## src/rtl/reflet_irq_scheduler_pkg.sv

```systemverilog
// rtl/reflet_irq_scheduler_pkg.sv - shared field offsets and line FSM encoding for the irq scheduler
package reflet_irq_scheduler_pkg;

    localparam int N_LINES      = 4;
    localparam int CFG_EN_BIT   = 0;
    localparam int CFG_EDGE_BIT = 1;
    localparam int CFG_LINE_LSB = 2;

    typedef enum logic [1:0] {
        LINE_IDLE    = 2'd0,
        LINE_ASSERT  = 2'd1,
        LINE_SERVICE = 2'd2
    } line_state_e;

endpackage

```

## src/rtl/reflet_irq_scheduler_rr_arbiter.sv

```systemverilog
// rtl/reflet_irq_scheduler_rr_arbiter.sv - round-robin pick of the lowest request at or above ptr, wrapping
module reflet_rr_arbiter #(
    parameter int N_SRC = 8
) (
    input  logic [N_SRC-1:0] req,
    input  logic [3:0]       ptr,
    output logic [3:0]       gid,
    output logic             found
);

    logic [2*N_SRC-1:0] dbl;

    // Rotating a doubled copy puts source ptr at bit 0, so a plain lowest-bit scan implements the wrap.
    always_comb begin
        dbl   = {req, req} >> ptr;
        gid   = '0;
        found = 1'b0;
        for (int i = 0; i < N_SRC; i++) begin
            if (!found && dbl[i]) begin
                found = 1'b1;
                if (int'(ptr) + i >= N_SRC) begin
                    gid = 4'(int'(ptr) + i - N_SRC);
                end else begin
                    gid = 4'(int'(ptr) + i);
                end
            end
        end
    end

endmodule

```

## src/rtl/reflet_irq_scheduler.sv

```systemverilog
// rtl/reflet_irq_scheduler.sv - schedules N_SRC requests onto 4 ext_int lines with claim/complete
// Optional input synchronizer: define REFLET_IRQ_SYNC_EN.
module reflet_irq_scheduler
    import reflet_irq_scheduler_pkg::*;
#(
    parameter int wordsize = 16,
    parameter int N_SRC    = 8
) (
    input  logic                clk,
    input  logic                reset,
    input  logic [N_SRC-1:0]    irq_src,
    input  logic                cfg_we,
    input  logic [3:0]          cfg_addr,
    input  logic [wordsize-1:0] cfg_wdata,
    output logic [wordsize-1:0] cfg_rdata,
    input  logic                int_ack,
    input  logic [1:0]          int_ack_line,
    output logic [3:0]          ext_int
);

    logic [N_SRC-1:0] irq_s;

`ifdef REFLET_IRQ_SYNC_EN
    logic [N_SRC-1:0] sync1_q, sync2_q;
    always_ff @(posedge clk) begin
        if (reset) begin
            sync1_q <= '0;
            sync2_q <= '0;
        end else begin
            sync1_q <= irq_src;
            sync2_q <= sync1_q;
        end
    end
    assign irq_s = sync2_q;
`else
    assign irq_s = irq_src;
`endif

    logic [3:0]       cfg_q [N_SRC];
    logic [3:0]       cfg_d [N_SRC];
    logic [N_SRC-1:0] pending_q, pending_d;
    logic [N_SRC-1:0] irq_prev_q;
    line_state_e      state_q [N_LINES];
    line_state_e      state_d [N_LINES];
    logic [3:0]       rr_q [N_LINES];
    logic [3:0]       rr_d [N_LINES];
    logic [3:0]       claim_id_q [N_LINES];
    logic [3:0]       claim_id_d [N_LINES];
    logic [N_LINES-1:0] claim_valid_q, claim_valid_d;

    logic [N_SRC-1:0] elig [N_LINES];
    logic [3:0]       gid_w [N_LINES];
    logic [N_LINES-1:0] found_w;
    logic [N_SRC-1:0] claimed;
    logic [N_LINES-1:0] complete;
    logic             unused_wdata;

    assign unused_wdata = ^cfg_wdata[wordsize-1:4];

    for (genvar l = 0; l < N_LINES; l++) begin : g_line
        reflet_rr_arbiter #(.N_SRC(N_SRC)) u_arb (
            .req   (elig[l]),
            .ptr   (rr_q[l]),
            .gid   (gid_w[l]),
            .found (found_w[l])
        );
    end

    always_comb begin
        claimed  = '0;
        complete = '0;
        for (int l = 0; l < N_LINES; l++) begin
            complete[l] = cfg_we && (cfg_addr == 4'(N_SRC + l)) && (state_q[l] == LINE_SERVICE);
            for (int s = 0; s < N_SRC; s++) begin
                if (claim_valid_q[l] && claim_id_q[l] == 4'(s)) claimed[s] = 1'b1;
            end
        end
        for (int l = 0; l < N_LINES; l++) begin
            elig[l] = '0;
            for (int s = 0; s < N_SRC; s++) begin
                elig[l][s] = pending_q[s] && cfg_q[s][CFG_EN_BIT] && !claimed[s]
                             && (cfg_q[s][CFG_LINE_LSB +: 2] == 2'(l));
            end
        end
    end

    // Edge sources: completion clears first so a coincident new edge wins; disabling overrides both.
    always_comb begin
        pending_d = pending_q;
        for (int s = 0; s < N_SRC; s++) begin
            cfg_d[s] = cfg_q[s];
            if (cfg_we && cfg_addr == 4'(s)) cfg_d[s] = cfg_wdata[3:0];
            if (cfg_q[s][CFG_EDGE_BIT]) begin
                for (int l = 0; l < N_LINES; l++) begin
                    if (complete[l] && claim_id_q[l] == 4'(s)) pending_d[s] = 1'b0;
                end
                if (irq_s[s] && !irq_prev_q[s]) pending_d[s] = 1'b1;
            end else begin
                pending_d[s] = irq_s[s];
            end
            if (!cfg_q[s][CFG_EN_BIT]) pending_d[s] = 1'b0;
        end
    end

    always_comb begin
        claim_valid_d = claim_valid_q;
        for (int l = 0; l < N_LINES; l++) begin
            state_d[l]    = state_q[l];
            rr_d[l]       = rr_q[l];
            claim_id_d[l] = claim_id_q[l];
            ext_int[l]    = (state_q[l] == LINE_ASSERT);
            case (state_q[l])
                LINE_IDLE: begin
                    if (found_w[l]) begin
                        state_d[l]       = LINE_ASSERT;
                        claim_id_d[l]    = gid_w[l];
                        claim_valid_d[l] = 1'b1;
                        rr_d[l]          = (gid_w[l] == 4'(N_SRC - 1)) ? 4'd0 : gid_w[l] + 4'd1;
                    end
                end
                LINE_ASSERT: begin
                    if (int_ack && int_ack_line == 2'(l)) state_d[l] = LINE_SERVICE;
                end
                LINE_SERVICE: begin
                    if (complete[l]) begin
                        state_d[l]       = LINE_IDLE;
                        claim_valid_d[l] = 1'b0;
                    end
                end
                default: state_d[l] = LINE_IDLE;
            endcase
        end
    end

    always_comb begin
        cfg_rdata = '0;
        for (int s = 0; s < N_SRC; s++) begin
            if (cfg_addr == 4'(s)) cfg_rdata[3:0] = cfg_q[s];
        end
        for (int l = 0; l < N_LINES; l++) begin
            if (cfg_addr == 4'(N_SRC + l)) begin
                cfg_rdata[wordsize-1] = claim_valid_q[l];
                cfg_rdata[3:0]        = claim_id_q[l];
            end
        end
    end

    always_ff @(posedge clk) begin
        if (reset) begin
            pending_q     <= '0;
            irq_prev_q    <= '0;
            claim_valid_q <= '0;
            for (int s = 0; s < N_SRC; s++) cfg_q[s] <= '0;
            for (int l = 0; l < N_LINES; l++) begin
                state_q[l]    <= LINE_IDLE;
                rr_q[l]       <= '0;
                claim_id_q[l] <= '0;
            end
        end else begin
            pending_q     <= pending_d;
            irq_prev_q    <= irq_s;
            claim_valid_q <= claim_valid_d;
            for (int s = 0; s < N_SRC; s++) cfg_q[s] <= cfg_d[s];
            for (int l = 0; l < N_LINES; l++) begin
                state_q[l]    <= state_d[l];
                rr_q[l]       <= rr_d[l];
                claim_id_q[l] <= claim_id_d[l];
            end
        end
    end

endmodule
```

## config.mk

```make
export PLATFORM = sky130hd
export DESIGN_NAME = reflet_irq_scheduler
export DESIGN_NICKNAME = d
export VERILOG_FILES = /design/src/rtl/reflet_irq_scheduler_pkg.sv /design/src/rtl/reflet_irq_scheduler_rr_arbiter.sv /design/src/rtl/reflet_irq_scheduler.sv
export SDC_FILE = /design/constraint.sdc
export NUM_CORES = 1
export LEC_CHECK = 0
export ABC_CLOCK_PERIOD_IN_PS = 3800
export CAP_MARGIN = 20
export CORE_MARGIN = 2
export CORE_UTILIZATION = 47
export CTS_CLUSTER_DIAMETER = 150
export DETAILED_ROUTE_END_ITERATION = 6
export PLACE_DENSITY = 0.74
export SETUP_SLACK_MARGIN = 0.2
export SKIP_LAST_GASP = 1
export SLEW_MARGIN = 20
export SYNTH_ARGS = -nofsm -noshare
export SYNTH_HDL_FRONTEND = slang
export SYNTH_HIERARCHICAL = 1
export SYNTH_SLANG_ARGS = --single-unit
export TNS_END_PERCENT = 30
```

## constraint.sdc

```tcl
create_clock -name clk -period 3.8 [get_ports clk]
set_input_delay 1.14 -clock clk [delete_from_list [all_inputs] [get_ports clk]]
set_output_delay 1.14 -clock clk [all_outputs]
set_load 0.02 [all_outputs]
```

# Yosys cells after proc, flatten, opt, wreduce, memory -nomap -nowiden
# Memory sizes are Yosys's and may differ from the RTL's.
# Cells that the tools add are included.
[classes]
add_sub_neg = 64
magnitude_cmp = 32
eq_ne = 94
shifts = 4
muxes = 271
bitwise = 28
reduce_logical = 246
[op_table]
columns = ["cell", "count"]
rows = [
  ["4-bit 2-to-1 mux", 120],
  ["1-bit logical AND", 168],
  ["5-bit by 4-bit >= comparator with 1-bit output (second input constant)", 28],
  ["4-bit subtractor (second input constant)", 32],
  ["1-bit 2-to-1 mux", 127],
  ["4-bit by 3-bit == test with 1-bit output (second input constant)", 24],
  ["4-bit by 3-bit adder with 5-bit output (second input constant)", 16],
  ["16-bit by 4-bit >> shifter with 8-bit output", 4],
  ["6-bit by 1-bit != test with 1-bit output (second input constant)", 8],
  ["2-bit == test (second input constant)", 22],
  ["1-bit logical NOT", 44],
  ["4-bit by 2-bit adder with 5-bit output (second input constant)", 8],
  ["4-bit by 2-bit == test with 1-bit output (second input constant)", 10],
  ["2-bit 2-to-1 mux", 16],
  ["2-bit by 1-bit == test with 1-bit output (second input constant)", 13],
  ["2-bit logical NOT", 13],
  ["2-bit one-hot mux with 3 select lines", 4],
  ["4-bit by 1-bit adder with 5-bit output (second input constant)", 4],
  ["4-bit by 1-bit == test with 1-bit output (second input constant)", 5],
  ["4-bit logical NOT", 5],
  ["1-bit bitwise OR", 20],
  ["4-bit by 1-bit adder with 4-bit output (second input constant)", 4],
  ["4-bit == test (second input constant)", 4],
  ["4-bit >= comparator (second input constant)", 4],
  ["7 further kinds", 36],
]
[word_totals]
register_bits = 20
mem_bits_rw = 72
inputBits = 34
out_inout_bits = 20
elab_cells = 756
n_memories = 4
[memory_table]
columns = ["name", "depth", "width", "read_ports", "rd_clocked_by_memory_dff", "write_ports", "line_no", "text"]
rows = [
  ["cfg_q", 8, 4, 8, 0, 8, "reflet_irq_scheduler.sv:39", "logic [3:0] cfg_q [N_SRC];"],
  ["claim_id_q", 4, 4, 4, 0, 4, "reflet_irq_scheduler.sv:47", "logic [3:0] claim_id_q [N_LINES];"],
  ["rr_q", 4, 4, 4, 0, 4, "reflet_irq_scheduler.sv:45", "logic [3:0] rr_q [N_LINES];"],
  ["state_q", 4, 2, 4, 0, 4, "reflet_irq_scheduler.sv:43", "line_state_e state_q [N_LINES];"],
]

# Depth between registers and ports, before layout
# Gate-level depths: netlist of run 1.
# An unclocked memory read counts as a cell.
[depth]
depth_word = 38
ltp_mapped = 17
mapped_depth_nobuf = 15

# By module
# The synthesis of run 1 kept the hierarchy.
[by_module_without_submodules]
columns = ["module", "instances", "cells_per_inst", "area_per_inst_um2", "seq_area_each_um2"]
rows = [
  ["reflet_irq_scheduler", 1, 663, 5185.0, 1841.8],
  ["reflet_rr_arbiter", 4, 138, 1104.8, 0.0],
]

# Least setup slack after synthesis of run 1
# No wires, ideal clock.
[synth_timing]
kind = "register to register"
startpoint = "memory claim_id_q[1][0]"
endpoint = "memory rr_q[1][3]"
setup_ns = 0.131
arrival_ns = 3.747
t_required_ns = 3.669
path_slack_ns = -0.077
path_stages_with_launch = 17
n_path_buf = 1
period_less_slack_ns = 3.877
cell_sequence = "dfxtp_1 clkbuf_1 or3b_2 o32ai_1 or3_1 nor3_1 mux4_2 mux2_4 a311oi_4 nand4_2 nor3b_2 nand2_1 a32oi_1 ha_1 nor3_1 a211oi_1 nor3_1"
[synth_rtl]
columns = ["item", "line_no"]
rows = [
  ["start, declared", "reflet_irq_scheduler.sv:47"],
  ["end, declared", "reflet_irq_scheduler.sv:45"],
]

==> results by group, run 1 <==
Clocking
  – CTS Hold Bufs: 0
  – H-tree depth: 3
  – Clk slew on worst S/H paths: 0.07 ns
  – Num CTS Buffers: 9
  – Clk_lat worst skew: 0.35 ns
  – Clock Sinks: 92
  – CTS max path bufs: 2
  – CTS tree: yes
  – Clock Root Buffer: clkbuf_16

Finish
  – Fill count: 1696
  – Final Util: 0.638
  – Nets: 1529
  – P&R area growth vs syn: 34.0%
  – ANT cells: 0
  – Ratio of cells with drive above 1 in the final layout: 0.322
  – Design area: 12900 um2

Global routing
  – Total GRT Usage: 0.299
  – Vias in the first global route: 10100
  – First-pass GRT wire length: 52.8 mm
  – Largest net degree at the start of global routing: 50
  – Initial antenna violation count: 0
  – Grt total ovfl: 0

Routing
  – Antenna Nets Post-Route: 0
  – Routed wire per std cell: 19.5 um
  – Via count: 10800
  – 1st-iter DRT viols: 999
  – Drt drc: 0
  – Final wirelength: 33.5 mm
  – Via/cell ratio: 6.28
  – Drt first pass iters: 6

Floorplan
  – # IOs: 54
  – Die Area: 21600 um2
  – Initial Utilization: 0.476
  – Die Y: 147 um
  – Core ar.: 20200 um2
  – Num rows: 52
  – Die W: 147 um

Synth
  – Sequential fraction of the synthesis area: 0.192
  – Area contributors post-synth: dfxtp_1 19%, ha_1 6.3%, nand2_1 5.7%
  – Warnings from Yosys: 6
  – Mapped Area: 9600 um2
  – Cells after Synth: 1215
  – Synth top area share: 0.192
  – Fraction of registers with async set/reset: 0
  – Mean Syn Cell Area: 7.90 um2
  – Synth area leader: dfxtp_1
  – Netlist cell types: 85
  – Ys flop type: dfxtp_1
  – Flops & latches, synth: 92
  – Post-synth EDFFs: 0

Pwr
  – Pwr per Cell Area: 460 nW/um2
  – Leak: 4.83 nW
  – Worst vdd ir: 425 uV

STA
  – RSZ-0062 raised after global routing: yes
  – Max Freq: 238 MHz
  – Final setup viols: 31
  – Setup ws final: -0.407 ns
  – Worst slew margin: 0.388
  – Period utilization: 1.11
  – Slew Viols, Final: 0
  – Fin Clk Skew: 0.00830 ns
  – Final min period: 4.21 ns
  – Worst slew pin tran: 0.918 ns
  – Hold Vio Cnt, Final: 0

Placement
  – HPWL after DPL: 24.8 mm
  – Place WS: -0.661 ns
  – Placed Area: 11600 um2
  – Routability Congestion: 1.03
  – # port buffers: 30

Worst hold path
  – Min-delay src: irq_prev_q[0]
  – HP Class: reg -> reg

Setup path
  – Critical path class: reg -> reg
  – Worst r2r src: claim_id_q[2][3]
  – CP required: 4.06 ns
  – Crit Path Max Fanout: 5
  – CP endpoint kind: register
  – Worst setup SP type: register
  – Crit path DAT: 4.47 ns
  – Critical Path Start: claim_id_q[2][3]

Status
  – Failing checks: negative setup slack
  – Outcome: finished, violations left

Flow run
  – MaxCap Viol Count: 0
==> what timing repair did <==
item | in CTS | in global routing
gates resized for setup | 103 | 67
buffers inserted | 16 | 16
cloned | 2 | 0
pin swaps | 31 | 40
setup endpoints to repair | 45 | 45
==> worst paths after layout <==
kind,endpoint,slack (ns),cells after the start
min,pending_q[0],0.50,3
max,rr_q[3][3],-0.41,16
max reg2reg,rr_q[3][3],-0.41,16
min reg2reg,pending_q[0],0.50,3
==> layout make-up <==
cell class	count	area [um2]	share of cell area
clock buffer	11	253	0.0196
clock inverter	5	83.8	0.00651
sequential	92	1850	0.144
timing repair buffer	297	2380	0.185
inverter	53	199	0.0155
multi-input combinational	994	7770	0.604
tap	270	338	0.0262
==> power by group <==
part           switching (mW)  internal, mW  total (mW)  leakage [nW]
combinational            1.97          1.61        3.58          3.92
sequential              0.239          1.10        1.34         0.751
clock                   0.392         0.613        1.01         0.158
==> placed cells by master, fill, tap and decap left out, drive strengths merged, types with 20 or more instances in the layout <==
cell | netlist | final
buf | 55 | 275
nand2 | 147 | 147
a21oi | 97 | 97
dfxtp | 92 | 92
nor2 | 81 | 81
nor3 | 55 | 55
inv | 53 | 53
ha | 48 | 48
nand3 | 41 | 41
mux2i | 39 | 39
nor2b | 29 | 29
nand4 | 28 | 28
mux4 | 28 | 28
o22ai | 27 | 27
nand3b | 26 | 26
xnor2 | 24 | 24
o21ai | 24 | 24
nand2b | 23 | 23
clkdlybuf4s50 | 0 | 20
==> cells by family (layout without fill, tap and decap cells) <==
| group | Yosys count | count (layout) | synth area share |
|---|---|---|---|
| compound gates | 295 | 295 | 0.215 |
| other cells | 1 | 11 | 0.000390 |
| simple gates | 531 | 531 | 0.306 |
| buf+inv | 139 | 366 | 0.0698 |
| flops | 92 | 92 | 0.192 |
| mux | 85 | 85 | 0.132 |
| xor+xnor | 24 | 24 | 0.0219 |
| fa+ha+maj | 48 | 48 | 0.0625 |
==> routing by layer <==
layer  global-route usage  up-vias  wire [um]
met4                0.144        0       1700
li1                     -     5010          -
met2                0.488      553      15500
met3               0.0345      113       2380
met1                0.394     5135      14000
met5                    0        -          0
==> sequential cells by signal (all words and copies together), names as in the netlist <==
name           count
cfg_q             32
claim_id_q        16
rr_q              16
irq_prev_q         8
pending_q          8
state_q            8
claim_valid_q      4
==> cells in the mapped netlist, types with 8 or more instances <==
cell and count:
a211oi_1 12, o22ai_1 27, inv_1 49, buf_4 23, a31oi_1 13, o21ai_0 21
mux2_2 10, dfxtp_1 92, ha_1 48, clkbuf_1 31, nand4_1 24, mux4_1 8
mux2i_1 39, o211ai_1 9, nor3_1 53, nand3b_1 26, nor2b_1 29, nand3_1 41
nand2_1 147, nor4_1 8, xnor2_1 24, mux4_2 20, nand2b_1 23, nor2_1 80
buf_2 26, o21a_1 10, a21oi_1 97, o221ai_1 13, and3_1 14
==> through the flow <==
stage / TNS [ns] / power [mW] / cells / hold WS [ns]
global placement: -18.58 / 4.42 / 1672 / 0.484
detailed placement: -19.36 / 4.49 / 1672 / 0.487
global route: -11.97 / 6.29 / 1722 / 0.533
finish: -6.23 / 5.93 / 1722 / 0.502
CTS: -2.72 / 5.64 / 1706 / 0.500
floorplan: 0 / 3.42 / 1225 / 0.450
==> critical path, cell delays in order (launching register included) <==
cell and delay (ns):
dfxtp_2 0.32, or3b_4 0.42, buf_4 0.17, o22ai_1 0.13, or3_4 0.21, nor3_1 0.11
mux4_2 0.51, mux2_4 0.31, a311oi_4 0.37, and3_4 0.29, nand3b_1 0.13, o21a_1 0.19
a21oi_1 0.36, nand3_4 0.14, nor3_4 0.22, a211oi_2 0.07, nor3_1 0.16
No activity file was read; power rests on OpenSTA's default activity.
==> run 2, diff against run 1 <==
- CAP_MARGIN: 20 -> unset
- CORE_UTILIZATION: 47 -> 50
==> run 2 against run 1 <==
The flow still finishes with violations (negative setup slack); first-iteration DRC count rose by 15%; combinational power barely moved; non-clock buffer count rose by 27; hold slack got worse by 0.019 ns; critical path depth rose by 2; power fell by 1.2%; clock power fell by 9%; via count rose by 1.5%; setup slack improved by 0.066 ns; global-route usage rose by 1.7 points; highest routed layer unchanged.
==> results by group, run 2 (synthesis results as in run 1) <==
Status
  – Outcome: finished, violations left
  – Failing checks: negative setup slack

Clocking
  – Clk slew on worst S/H paths: 0.06 ns
  – H-tree depth: 3
  – Clk_lat worst skew: 0.36 ns
  – Clock Root Buffer: clkbuf_16
  – Num CTS Buffers: 9
  – CTS Hold Bufs: 0
  – Clock Sinks: 92
  – CTS max path bufs: 2
  – CTS tree: yes

Setup path
  – Critical path class: reg -> reg
  – CP endpoint kind: register
  – Crit Path Max Fanout: 4
  – Worst setup SP type: register
  – Crit path DAT: 4.42 ns
  – CP required: 4.08 ns

Floorplan
  – Die Y: 143 um
  – Initial Utilization: 0.512
  – Die Area: 20300 um2
  – # IOs: 54
  – Die W: 143 um
  – Num rows: 50
  – Core ar.: 18800 um2

Routing
  – Via count: 11000
  – Antenna Nets Post-Route: 0
  – 1st-iter DRT viols: 1150
  – Final wirelength: 33.3 mm
  – Drt first pass iters: 6
  – Drt drc: 0
  – Routed wire per std cell: 19.4 um
  – Via/cell ratio: 6.41

Finish
  – Ratio of cells with drive above 1 in the final layout: 0.339
  – Area of the multi-input gates: 7740 um2
  – P&R area growth vs syn: 35.1%
  – Commonest cells after routing, fill and taps aside: 277 x buf_4, 146 x nand2_1, 90 x a21oi_1
  – ANT cells: 0
  – Most common cell after layout, fill and taps aside: buf_4
  – Max reg flops: 32
  – Nets: 1556
  – Fill count: 1466
  – Top reg by flops: cfg_q
  – Final Util: 0.691
  – Largest regs: cfg_q (32), claim_id_q (16), rr_q (16)
  – Reg area: 1860 um2

Global routing
  – Grt total ovfl: 0
  – Vias in the first global route: 9972
  – First-pass GRT wire length: 51.6 mm
  – Initial antenna violation count: 0
  – Largest net degree at the start of global routing: 34
  – Total GRT Usage: 0.315

Placement
  – Place WS: -0.710 ns
  – Routability Congestion: 1.04
  – # port buffers: 30
  – HPWL after DPL: 24.2 mm

Pwr
  – Worst vdd ir: 421 uV
  – Leak: 4.92 nW
  – Pwr per Cell Area: 451 nW/um2

STA
  – Final min period: 4.14 ns
  – Max Freq: 242 MHz
  – Worst slew pin tran: 0.717 ns
  – Setup ws final: -0.340 ns
  – Final setup viols: 32
  – RSZ-0062 raised after global routing: yes
  – Fin Clk Skew: 0.0104 ns
  – Period utilization: 1.09
  – Worst slew margin: 0.521
  – Slew Viols, Final: 0
  – Hold Vio Cnt, Final: 0

Flow run
  – MaxCap Viol Count: 0

Worst hold path
  – HP Class: reg -> reg
==> run 2: worst max-delay path, cell delays in order (launching register included) <==
cell and delay, ns:
dfxtp_2 0.32, buf_6 0.11, nand3b_1 0.25, buf_4 0.20, o22ai_2 0.17, nor3_1 0.12, and3b_1 0.22, mux4_2 0.50
mux2_4 0.30, a311oi_4 0.34, nand4_2 0.20, nor3b_2 0.25, nand2_1 0.14, a32oi_2 0.29, buf_4 0.18, nand3_4 0.08
nor3_4 0.18, a211oi_2 0.05, nor3_1 0.16
==> run 2: per-stage QoR <==
stage               hold slack, ns  instance area [um2]  std cells  TNS, ns  power [mW]
floorplan                    0.450                 9690       1225        0        3.42
global placement             0.475                11700       1647    -7.52        4.42
finish                       0.483                13000       1713    -5.03        5.86
global route                 0.505                13000       1713   -10.35        6.20
CTS                          0.486                12400       1689    -3.24        5.54
detailed placement           0.477                11700       1647    -9.54        4.49
==> run 2: power by group <==
part	internal, mW	switching [mW]	leakage, nW
Sequential	1.10	0.256	0.753
Combinational	1.64	1.94	4.02
Clock	0.529	0.388	0.142
Total	3.27	2.59	4.92
==> run 2: area by class of cell <==
type / count / area share
multi-input cells: 994 / 0.597
well taps: 234 / 0.0226
inverters: 53 / 0.0153
flip-flops and latches: 92 / 0.144
repair buffers: 324 / 0.199
clock inverters: 5 / 0.00453
clock buffers: 11 / 0.0187
==> run 2: what timing repair did <==
action,4_1_cts,5_1_grt
resized for setup,99,82
buffers inserted,26,24
endpoints found under the setup margin,45,45
pin swaps,35,34
==> run 2: path summary, 6_finish.rpt <==
path | from | end | slack [ns] | depth (start not counted)
hold / removal | cfg_q[0][9] | cfg_q[0][9] | 0.48 | 2
setup reg to reg | claim_id_q[2][3] | rr_q[1][3] | -0.34 | 18
setup / recovery | claim_id_q[2][3] | rr_q[1][3] | -0.34 | 18
hold reg to reg | cfg_q[0][9] | cfg_q[0][9] | 0.48 | 2
==> run 2: metal layers <==
| layer | part of all wire | vias up | routed length, um | global-route usage |
|---|---|---|---|---|
| li1 | - | 5073 | - | - |
| met1 | 0.42 | 5214 | 14000 | 0.424 |
| met5 | 0 | - | 0 | 0 |
| met2 | 0.46 | 568 | 15300 | 0.513 |
| met3 | 0.074 | 122 | 2450 | 0.0384 |
| met4 | 0.045 | 0 | 1490 | 0.130 |
==> run 3, diff against run 2 <==
- CAP_MARGIN: unset -> 10
==> results of run 3 <==
Same layout as run 2: the final DEF is identical, and so are final timing and power.
